===== src/rtl/seg_scan_mux_pkg.sv =====
// Shared types and constants for the four-digit display scanner.
package seg_pkg;

  localparam int NUM_DIGITS = 4;
  localparam int NIB_W      = 4;
  localparam logic [NUM_DIGITS-1:0] AN_OFF = 4'b1111;

  typedef logic [1:0]       digit_idx_t;
  typedef logic [NIB_W-1:0] nibble_t;

  // Pick digit i out of a packed four-digit word (digit 0 is the low nibble).
  function automatic nibble_t nibble_at(input logic [NUM_DIGITS*NIB_W-1:0] word,
                                        input digit_idx_t i);
    return word[int'(i)*NIB_W +: NIB_W];
  endfunction

endpackage


===== src/rtl/seg_scan_mux_if.sv =====
// Display-side bundle: value/enable/dp requests in, scanned digit drive out.
interface seg_scan_mux_if;
  import seg_pkg::*;

  logic [NUM_DIGITS*NIB_W-1:0] value;
  logic [NUM_DIGITS-1:0]       digit_en;
  logic [NUM_DIGITS-1:0]       dp_in;
  logic                        blank_lz;
  nibble_t                     hex_out;
  digit_idx_t                  digit_sel;
  logic [NUM_DIGITS-1:0]       an_L;
  logic                        dp_L;

  // Whoever supplies the number to show.
  modport master (
    output value, digit_en, dp_in, blank_lz,
    input  hex_out, digit_sel, an_L, dp_L
  );

  // The scanner itself.
  modport slave (
    input  value, digit_en, dp_in, blank_lz,
    output hex_out, digit_sel, an_L, dp_L
  );

endinterface


===== src/rtl/seg_scan_mux_tick_gen.sv =====
// Slot prescaler: counts clk cycles within one digit slot and flags the last one.
module tick_gen import seg_pkg::*; #(
  parameter int TICK_COUNT = 100000,
  parameter int CNT_W      = $clog2(TICK_COUNT)
) (
  input  logic             clk,
  input  logic             rst,
  output logic [CNT_W-1:0] cnt,
  output logic             tick
);

  localparam logic [CNT_W-1:0] LAST = CNT_W'(TICK_COUNT - 1);

  assign tick = (cnt == LAST);

  // Free-running slot counter, wrapping after the last cycle of the slot.
  always_ff @(posedge clk) begin
    if (rst) begin
      cnt <= '0;
    end else if (tick) begin
      cnt <= '0;
    end else begin
      cnt <= cnt + CNT_W'(1);
    end
  end

endmodule


===== src/rtl/seg_scan_mux.sv =====
// Four-digit common-anode scanner with frame-synchronous capture, per-digit
// enable, leading-zero blanking and an all-dark guard at the start of each slot.
module seg_scan_mux import seg_pkg::*; #(
  parameter int TICK_COUNT   = 100000,
  parameter int GUARD_CYCLES = 16
) (
  input  logic clk,
  input  logic rst,
  seg_scan_mux_if.slave bus
);

  localparam int CNT_W = $clog2(TICK_COUNT);
  localparam digit_idx_t LAST_DIGIT = digit_idx_t'(NUM_DIGITS - 1);

  logic [CNT_W-1:0]            cnt;
  logic                        tick;
  digit_idx_t                  idx;
  logic [NUM_DIGITS*NIB_W-1:0] snap;
  logic [NUM_DIGITS-1:0]       snap_en;
  logic [NUM_DIGITS-1:0]       snap_dp;
  logic                        load_pending;
  logic                        frame_end;
  logic [NUM_DIGITS-1:0]       lz_sup;
  logic                        visible;
  logic [NUM_DIGITS-1:0]       one_hot;

  tick_gen #(
    .TICK_COUNT (TICK_COUNT),
    .CNT_W      (CNT_W)
  ) u_tick_gen (
    .clk  (clk),
    .rst  (rst),
    .cnt  (cnt),
    .tick (tick)
  );

  assign frame_end = tick && (idx == LAST_DIGIT);

  // Digit index advances once per slot; the snapshot only refreshes at a frame
  // boundary (or right after reset) so a frame never mixes old and new digits.
  always_ff @(posedge clk) begin
    if (rst) begin
      idx          <= '0;
      snap         <= '0;
      snap_en      <= '0;
      snap_dp      <= '0;
      load_pending <= 1'b1;
    end else begin
      load_pending <= 1'b0;
      if (tick) begin
        idx <= idx + digit_idx_t'(1);
      end
      if (frame_end || load_pending) begin
        snap    <= bus.value;
        snap_en <= bus.digit_en;
        snap_dp <= bus.dp_in;
      end
    end
  end

  // A digit is a leading zero when it and every digit above it are zero; the
  // rightmost digit is always kept so zero still reads as "0".
  always_comb begin
    lz_sup = '0;
    if (bus.blank_lz) begin
      lz_sup[1] = (snap[15:4]  == '0);
      lz_sup[2] = (snap[15:8]  == '0);
      lz_sup[3] = (snap[15:12] == '0);
    end
  end

  // Slot is lit only past the guard window, when enabled and not blanked.
  always_comb begin
    visible = (cnt >= CNT_W'(GUARD_CYCLES)) && snap_en[idx] && !lz_sup[idx];
    one_hot = NUM_DIGITS'(1) << idx;
  end

  // Registered drive stage; nibble and index track the scan even while dark.
  always_ff @(posedge clk) begin
    if (rst) begin
      bus.hex_out   <= '0;
      bus.digit_sel <= '0;
      bus.an_L      <= AN_OFF;
      bus.dp_L      <= 1'b1;
    end else begin
      bus.hex_out   <= nibble_at(snap, idx);
      bus.digit_sel <= idx;
      bus.an_L      <= visible ? ~one_hot : AN_OFF;
      bus.dp_L      <= visible ? ~snap_dp[idx] : 1'b1;
    end
  end

endmodule


===== src/flat_wrapper.sv =====
// flat-port wrapper written by rule: the top's interface ports become plain ports
module seg_scan_mux_flat import seg_pkg::*;
#(
  parameter int TICK_COUNT   = 100000,
  parameter int GUARD_CYCLES = 16
)
  (clk, rst, bus_value, bus_digit_en, bus_dp_in, bus_blank_lz, bus_hex_out, bus_digit_sel, bus_an_L, bus_dp_L);
  seg_scan_mux_if bus_i ();
  input  logic clk;
  input  logic rst;
  input wire logic [$bits(bus_i.value)-1:0] bus_value;
  input wire logic [$bits(bus_i.digit_en)-1:0] bus_digit_en;
  input wire logic [$bits(bus_i.dp_in)-1:0] bus_dp_in;
  input wire logic [$bits(bus_i.blank_lz)-1:0] bus_blank_lz;
  output wire logic [$bits(bus_i.hex_out)-1:0] bus_hex_out;
  output wire logic [$bits(bus_i.digit_sel)-1:0] bus_digit_sel;
  output wire logic [$bits(bus_i.an_L)-1:0] bus_an_L;
  output wire logic [$bits(bus_i.dp_L)-1:0] bus_dp_L;
  assign bus_i.value = bus_value;
  assign bus_i.digit_en = bus_digit_en;
  assign bus_i.dp_in = bus_dp_in;
  assign bus_i.blank_lz = bus_blank_lz;
  assign bus_hex_out = bus_i.hex_out;
  assign bus_digit_sel = bus_i.digit_sel;
  assign bus_an_L = bus_i.an_L;
  assign bus_dp_L = bus_i.dp_L;
  seg_scan_mux #(.TICK_COUNT(TICK_COUNT), .GUARD_CYCLES(GUARD_CYCLES)) u_core (.clk(clk), .rst(rst), .bus(bus_i));
endmodule

===== config.mk =====
export PLATFORM = sky130hd
export DESIGN_NAME = seg_scan_mux_flat
export DESIGN_NICKNAME = d
export VERILOG_FILES = /design/src/rtl/seg_scan_mux_pkg.sv /design/src/rtl/seg_scan_mux_if.sv /design/src/rtl/seg_scan_mux_tick_gen.sv /design/src/rtl/seg_scan_mux.sv /design/src/flat_wrapper.sv
export SDC_FILE = /design/constraint.sdc
export NUM_CORES = 1
export LEC_CHECK = 0
export ABC_CLOCK_PERIOD_IN_PS = 5100
export BUFFER_PORTS_ARGS = -buffer_cell sky130_fd_sc_hd__buf_2
export CAP_MARGIN = 20
export CORE_MARGIN = 2
export CORE_UTILIZATION = 40
export DETAILED_ROUTE_END_ITERATION = 16
export GPL_TIMING_DRIVEN = 0
export PLACE_DENSITY = 0.7
export SYNTH_ARGS = -nofsm -noshare
export SYNTH_HDL_FRONTEND = slang
export SYNTH_SLANG_ARGS = --single-unit

===== constraint.sdc =====
create_clock -name clk -period 5.1 [get_ports clk]
set_clock_uncertainty 0.15 [all_clocks]
set_input_delay 0.255 -clock clk [delete_from_list [all_inputs] [get_ports clk]]
set_output_delay 0.255 -clock clk [all_outputs]
set_load 0.05 [all_outputs]

# [After elaboration in Yosys (flattened, before gate mapping)]
# Cells that the tools add are included.
[word_totals] register_bits=55 in_bits=27 output_inout_bits=11 word_cells=39
[op_classes] n_addsub=2 order_cmp=2 eq_ne=2 n_shift=2 n_mux=8 bitwise_logic=3 reduce_logical=10
[op_table] op="$add 17x1->17 const B" count=1
[op_table] op="$eq 17x17->1 const B" count=1
[op_table] op="$ge 17x5->1 const B" count=1
[op_table] op="$shiftx 16x5->4" count=1
[op_table] op="$logic_not 12->1" count=1
[op_table] op="$logic_not 8->1" count=1
[op_table] op="$bmux 1 s2" count=3
[op_table] op="$logic_not 4->1" count=1
[op_table] op="$mux 1" count=4
[op_table] op="$not 4->4" count=1
[op_table] op="$reduce_or 2->1" count=2
[op_table] op="$shl 1x2->4 const A" count=1
[op_table] op="$logic_and 1x1->1" count=3
[op_table] op="$lt 2x3->1 const B" count=1
[op_table] op="$mux 3" count=1
[op_table] op="$add 2x1->2 const B" count=1
[op_table] op="$eq 2x2->1 const B" count=1
[op_table] op="$not 1->1" count=2
[op_table] op="$logic_not 1->1" count=1
[op_table] op="$logic_or 1x1->1" count=1

# [Depth between registers and ports, before layout]
# Gate-level depths: netlist (run 1).
[depth] ltp_word=8 mapped_depth=7 mapped_depth_nobuf=5

# [Cells and area by module]
# From an unflattened synthesis (run 1), not the netlist that was laid out.
[unflattened] hier_cells=250 area_unflattened_um2=2289.7
[by_module_without_submodules] mod="seg_scan_mux" instances=1 cells_per_inst=162 area_each_um2=1492.7 seq_area_each_um2=760.7
[by_module_without_submodules] mod="tick_gen" instances=1 cells_per_inst=88 area_each_um2=797.0 seq_area_each_um2=340.3

# [Least setup slack after synthesis (run 1)]
# OpenSTA, ideal clock, no wires.
[synth_timing] kind="register -> register" startpoint="reg u_core.u_tick_gen.cnt[5]" endpoint="reg u_core.u_tick_gen.cnt[11]" t_arrival_ps=1731 t_required_ps=4835 path_slack_ps=3105 stages_incl_launch_ff=7 path_buffers=2 cell_sequence="dfxtp_1 -> or4_4 -> nor4_4 -> or2_2 -> buf_2 -> buf_4 -> nor2_1"
[synth_via] elab_chain_len=2 word_cells_on_any_way=3 classes_between="add/sub: 1; eq/ne: 1; reduce/logical: 1"
[synth_lines] element="start: declaration" line_no="seg_scan_mux_tick_gen.sv:8" text="output logic [CNT_W-1:0] cnt,"
[synth_lines] element="start signal: assignment" line_no="seg_scan_mux_tick_gen.sv:23" text="cnt <= cnt + CNT_W'(1);"
[synth_lines] element="branches (longest 2 deep; another with $add 17x1->17)"
# Several ways; the timed one is not identified.
# A chain may end at the register's enable or synchronous reset.

# [Final worst setup path (run 1)]
[layout_timing] startpoint="reg u_core.u_tick_gen.cnt[0]" endpoint="reg u_core.u_tick_gen.cnt[13]"
# Same word-level chain as after synthesis.

==> results of run 1 <==
state kept, by name, summed over array words and instances, names as in the netlist:
signal / flops
u_core.bus.digit_sel: 2
u_core.idx: 2
u_core.u_tick_gen.cnt: 17
u_core.snap_en: 4
u_core.load_pending: 1
u_core.bus.hex_out: 4
u_core.bus.dp_L: 1
u_core.snap_dp: 4
u_core.snap: 16
u_core.bus.an_L: 4
kinds of logic after synthesis:
| kind of cell | Yosys count | synth area share (%) |
|---|---|---|
| simple gates | 116 | 26.89 |
| compound gates | 8 | 2.003 |
| fa+ha+maj | 6 | 3.004 |
| flops | 55 | 44.07 |
| mux | 31 | 15.42 |
| buf+inv | 19 | 3.706 |
| xor+xnor | 14 | 4.907 |
final timing paths:
kind,from,to,slack [ns],depth (start not counted)
setup reg to reg,u_core.u_tick_gen.cnt[0],u_core.u_tick_gen.cnt[13],2.89,7
setup / recovery,u_core.u_tick_gen.cnt[0],u_core.u_tick_gen.cnt[13],2.89,7
hold / removal,bus_digit_en[3],u_core.snap_en[3],0.05,3
hold reg to reg,u_core.snap_en[1],u_core.snap_en[1],0.33,2
synth_stat cells, types with 2 or more instances:
cell type  count
or3_1          3
xnor2_1        7
o21ai_0        3
inv_1          6
nor3_1         2
nor2_1        21
ha_1           6
a21oi_1        2
nor2b_1        4
buf_6          2
nand2b_1      48
dfxtp_1       55
xor2_1         7
mux4_2         6
and4_1         3
mux2i_1       25
clkbuf_1       8
nor4_1         7
buf_2          2
nand2_1        6
nand3_1       12
nand4_1        6
per-layer routing:
metal	wire length (um)	part of all wire, %
met1	2347	50
met2	2145	45
met3	210	4.4
met4	34	0.72
met5	0	0
power by group:
part / internal, mW / switching (mW)
sequential: 0.445 / 0.0113
clock: 0.124 / 0.133
combinational: 0.0364 / 0.0338
worst max-delay path, stage by stage (launching register included):
cell and delay (ns):
dfxtp_1 0.41, ha_1 0.25, nand4_1 0.21, nor4_4 0.46, or2_2 0.17, buf_2 0.18
buf_4 0.21, nor2_1 0.06
timing repair:
| item | CTS | global route |
|---|---|---|
| buffers inserted | 0 | 0 |
| endpoints found under the hold margin | 1 | 0 |
| hold buffers | 1 | 0 |
| gates resized for setup | 0 | 0 |
final cells by class:
| class | count | area [um2] | share of cell area [%] |
|---|---|---|---|
| buffer | 13 | 70.07 | 2.426 |
| multi-input combinational | 175 | 1305 | 45.19 |
| clock buffer | 8 | 100.1 | 3.466 |
| timing repair buffer | 38 | 195.2 | 6.759 |
| inverter | 6 | 22.52 | 0.7799 |
| tap | 75 | 93.84 | 3.250 |
| sequential | 55 | 1101 | 38.13 |
stage by stage:
stage               utilization [%]  setup WS [ns]
finish                        48.20          2.888
detailed placement            46.37          2.917
global route                  48.20          2.705
global placement              46.37          2.926
CTS                           48.20          2.897
floorplan                         -          3.105
==> flow_metrics.py, run 1 <==
metrics = {
    "global_routing": {
        "grt_pass1_wl_um": 8128,
        "track_usage_pct": 14.22,
        "grt_overflow": 0,
        "grt_util_met3_pct": 3.082,
        "antenna_found_initial": 0,
        "met2_usage_pct": 23.46,
        "grt_max_degree": 16,
        "top_usage_layer": "met2",
        "grt_util_met1_pct": 19.16,
        "grt_pass1_vias": 1736,
    },
    "power_and_ir_drop": {
        "ir_drop_v": 0.0001041,
        "leakagePower_nw": 1.132,
        "finalPower_mw": 0.7833,
        "powerDensity_nw_per_um2": 271.3,
    },
    "critical_path": {
        "crit_required_ns": 5.14,
        "critPathKind": "register to register",
        "crit_fanout": 10,
        "crit_path_end_kind": "register",
        "worstPathArrival_ns": 2.26,
        "cp-start-kind": "register",
    },
    "routing": {
        "dr.first_iter.drc_count": 120,
        "wl_um": 4737,
        "remaining_drc_errors": 0,
        "wl_per_cell_um": 12.80,
        "drt_pass1_iterations": 4,
        "ant_nets": 0,
        "vias": 1801,
        "vias_per_cell": 4.868,
    },
    "placed_design": {
        "place_area_um2": 2778,
        "hpwl_um": 3519,
        "place_inst": 361,
        "io_buffer_count": 37,
        "gp_congestion": 0.8759,
    },
    "die": {
        "std_cell_rows": 28,
        "coreArea_um2": 5991,
        "die_area_um2": 6895,
        "fp.dieW_um": 83.04,
        "start_util_pct": 41.71,
        "io_pins": 38,
        "die_height_um": 83.04,
    },
    "sta": {
        "maxSlewHeadroom_pct": 58.67,
        "worst_pin_slew_ns": 0.6158,
        "hold_violations": 0,
        "setup_violations": 0,
        "drv_slew": 0,
        "whs_ns": 0.04818,
        "finalCritPeriodShare_pct": 43.37,
        "period_minus_slack_ns": 2.212,
        "fin_setup_tns_ns": 0,
        "rsz0062_at_grt": "no",
        "fmax_mhz": 452.1,
    },
    "yosys": {
        "ys_warn_count": 0,
        "post_synth_inst_count": 249,
        "yosys.area.top_type": "dfxtp_1",
        "syn-cell-area_um2": 2499,
        "synthDistinctLibCells": 30,
        "yosysSeqAreaShare_pct": 44.07,
        "synth_top_area_share_pct": 44.07,
        "synth_nets": 282,
        "avgSynthCellArea_um2": 10.03,
        "ys.flop_type": "dfxtp_1",
        "synth_enable_flop_cells": 0,
        "synth.ff_latch_count": 55,
        "async_flop_share_pct": 0,
        "yosys-top-cells-area": "dfxtp_1, nand2b_1, mux2i_1, mux4_2, nor2_1",
    },
    "clock_network": {
        "cts-buffers-inserted": 5,
        "clk_latency_ns": 0.30,
        "cts_htree_levels": 2,
        "clock_sinks": 55,
        "cts_tree": "yes",
        "clock_path_buffers": 2,
        "clk_transition_reported_paths_ns": 0.10,
        "cts_root_buf": "clkbuf_8",
    },
    "final_layout": {
        "final_area_um2": 2888,
        "stdcell_count": 370,
        "final_common_cell": "dfxtp_1",
        "drive_gt1_share_pct": 20.00,
        "fill_cells": 553,
        "antenna_cells": 0,
        "layout_common_cells": "dfxtp_1, nand2b_1, buf_2",
        "fin_nets": 327,
        "syn_to_final_growth_pct": 15.57,
    },
    "worst_hold_path": {
        "hp-class": "primary input to register",
    },
    "run": {
        "maxCapViolations": 0,
    },
    "run_status": {
        "status": "complete, no violations",
    },
}
Power figures use the tool's default switching activity.
==> run 2, diff against run 1 <==
Settings changed: ABC_CLOCK_PERIOD_IN_PS 5100 to 2000, PLACE_DENSITY 0.7 to 0.72.
Clock period 5.1 ns to 2 ns, I/O delays scaled along.
==> run 2 against run 1 <==
- count of clock-buffer cells in the layout decreased by 2
- largest cell class unchanged
- critical path type unchanged
- routed wire length increased by 9.2%
- critical path depth decreased by 1
- via count increased by 9.6%
- the run now ends with negative setup slack left
- maximum frequency increased by 8.7%
- worst setup slack got worse by 2.9 ns
- clock power increased by 150%
- utilization increased by 6.6 points
- hold slack improved by 0.064 ns
- cell count increased by 8.6%
- total power increased to 2.6 times the previous value
==> flow_metrics.py, run 2 (same netlist as run 1, synthesis figures left out) <==
metrics = {
    "critical_path": {
        "worstSetupStartpoint": "u_core.u_tick_gen.cnt[8]",
        "r2r_cells": 6,
        "reg2reg_from": "u_core.u_tick_gen.cnt[8]",
        "cp-start-kind": "register",
        "reg2reg_slack_ns": -0.04,
        "crit_required_ns": 2.05,
        "slowest_delay_ns": 0.55,
        "setup.worst_path.end": "u_core.snap[5]",
        "critPathSlowestCell": "or4b_4",
        "r2r-end": "u_core.snap[5]",
        "crit_path_cell_trace": "or4b_4 > nor4_4 > buf_4 > a21oi_4 > buf_8 > mux2i_2",
        "worstPathArrival_ns": 2.09,
        "crit_path_end_kind": "register",
        "critPathKind": "register to register",
        "crit_fanout": 5,
    },
    "sta": {
        "period_minus_slack_ns": 2.036,
        "fmax_mhz": 491.2,
        "fin_setup_tns_ns": -0.2128,
        "setup_violations": 16,
        "drv_slew": 0,
        "hold_violations": 0,
        "maxSlewHeadroom_pct": 71.80,
        "worst_pin_slew_ns": 0.4231,
        "finalCritPeriodShare_pct": 101.8,
        "worst_slack_ns": -0.03580,
        "rsz0062_at_grt": "yes",
    },
    "global_routing": {
        "grt_max_degree": 18,
        "grt_pass1_wl_um": 8459,
        "track_usage_pct": 14.86,
        "antenna_found_initial": 0,
        "grt_pass1_vias": 1868,
        "grt_overflow": 0,
    },
    "power_and_ir_drop": {
        "ir_drop_v": 0.0002739,
        "p_sw_mw": 0.4771,
        "finalPower_mw": 2.028,
        "switching_share_pct": 23.53,
        "p_int_mw": 1.551,
        "powerDensity_nw_per_um2": 617.8,
        "pwr-share-comb_pct": 11.5,
        "leakagePower_nw": 1.301,
        "seq_power_share_pct": 57.2,
        "pwr-share-clk_pct": 31.3,
    },
    "final_layout": {
        "fin_nets": 359,
        "final_common_cell": "nand2b_1",
        "fill_cells": 522,
        "antenna_cells": 0,
        "regMostFlops": "u_core.u_tick_gen.cnt",
        "largest_register_ffs": 17,
        "layout_common_cells": "nand2b_1, dfxtp_1, buf_2",
        "largest_registers": "u_core.u_tick_gen.cnt x17, u_core.snap x16",
        "syn_to_final_growth_pct": 31.35,
        "drive_gt1_share_pct": 24.77,
    },
    "die": {
        "fp.dieW_um": 83.04,
        "die_height_um": 83.04,
        "std_cell_rows": 28,
        "die_area_um2": 6895,
        "io_pins": 38,
        "coreArea_um2": 5991,
        "start_util_pct": 41.71,
    },
    "routing": {
        "dr.first_iter.drc_count": 133,
        "remaining_drc_errors": 0,
        "vias_per_cell": 4.910,
        "wl_um": 5174,
        "ant_nets": 0,
        "drt_pass1_iterations": 4,
        "wl_per_cell_um": 12.87,
        "vias": 1974,
    },
    "clock_network": {
        "cts-buffers-inserted": 5,
        "cts_tree": "yes",
        "clk_latency_ns": 0.31,
        "cts_htree_levels": 2,
        "clock_path_buffers": 2,
        "clock_sinks": 55,
        "clk_transition_reported_paths_ns": 0.10,
        "cts_root_buf": "clkbuf_8",
    },
    "placed_design": {
        "io_buffer_count": 37,
        "gp_congestion": 0.8606,
        "hpwl_um": 3529,
    },
    "run_status": {
        "violations": "negative setup slack",
        "status": "finished, violations left",
    },
    "worst_hold_path": {
        "holdPathStages": 4,
        "hp-class": "primary input to register",
    },
    "run": {
        "maxCapViolations": 0,
    },
}
==> run 2: cell count changes in the layout (fill, tap and decap cells not counted), moves of 2 or more <==
cell | before | now
dlygate4sd3_1 | 1 | 25
dfxtp_2 | 0 | 5
clkbuf_1 | 9 | 7
clkbuf_16 | 0 | 2
buf_4 | 1 | 6
dfxtp_1 | 55 | 47
buf_8 | 0 | 2
dfxtp_4 | 0 | 3
==> run 2: worst max-delay path: cells and delay by family (launching register included) <==
kind                   cells  cell delay (ns)
AO/OA/AOI/OAI              1             0.10
buffers and inverters      2             0.33
flip-flops                 1             0.37
multiplexers               1             0.14
AND/OR/NAND/NOR            2             0.84
==> run 2: worst min-delay path by stage <==
stage                       startpoint             endpoint  slack (ns)
final                     bus_blank_lz   u_core.bus.an_L[3]        0.11
after global routing      bus_blank_lz   u_core.bus.an_L[1]        0.12
after CTS                 bus_blank_lz      u_core.bus.dp_L        0.11
after detailed placement           rst  u_core.load_pending        0.13
after global placement             rst  u_core.load_pending        0.13
after floorplan                    rst  u_core.load_pending       -0.02
==> run 2: routing by layer <==
layer	track usage, %	part of all wire [%]
met5	0	0
met2	24.93	48
met4	5.216	1.4
met3	3.082	4.9
met1	18.95	46
==> run 2: area by class of cell <==
type	count	area [um2]	share of cell area, %
plain buffers	12	77.57	2.364
clock buffers	6	82.58	2.516
clock inverters	2	16.27	0.4956
inverters	6	22.52	0.6862
multi-input cells	175	1329	40.49
flip-flops and latches	55	1119	34.08
well taps	75	93.84	2.859
repair buffers	71	541.8	16.51
==> run 2: power groups by stage <==
stage	registers [mW]	clock network, mW	logic, mW
3_3_place_gp	1.19	0	0.174
5_1_grt	1.17	0.700	0.255
4_1_cts	1.16	0.655	0.226
2_1_floorplan	1.19	0	0.115
6_report	1.16	0.634	0.233
3_5_place_dp	1.19	0	0.180
==> run 2: metrics by stage <==
stage	util (%)	cell area, um2	worst slack, ns	cells	hold slack, ns
final	54.78	3282	-0.03580	402	0.1127
after global routing	54.78	3282	-0.1179	402	0.1239
after CTS	53.65	3214	0.005015	399	0.1075
after detailed placement	46.37	2778	-0.1945	361	0.1269
after global placement	46.37	2778	-0.1650	361	0.1256
after floorplan	-	2499	0.004769	249	-0.02228
==> run 2: what timing repair did <==
item / 4_1_cts / 5_1_grt
pin swaps: 2 / 3
hold endpoints to repair: 25 / 0
gates resized for setup: 9 / 15
gates cloned: 1 / 1
buffers inserted: 5 / 2
setup endpoints to repair: 42 / 41
hold buffers: 25 / 0
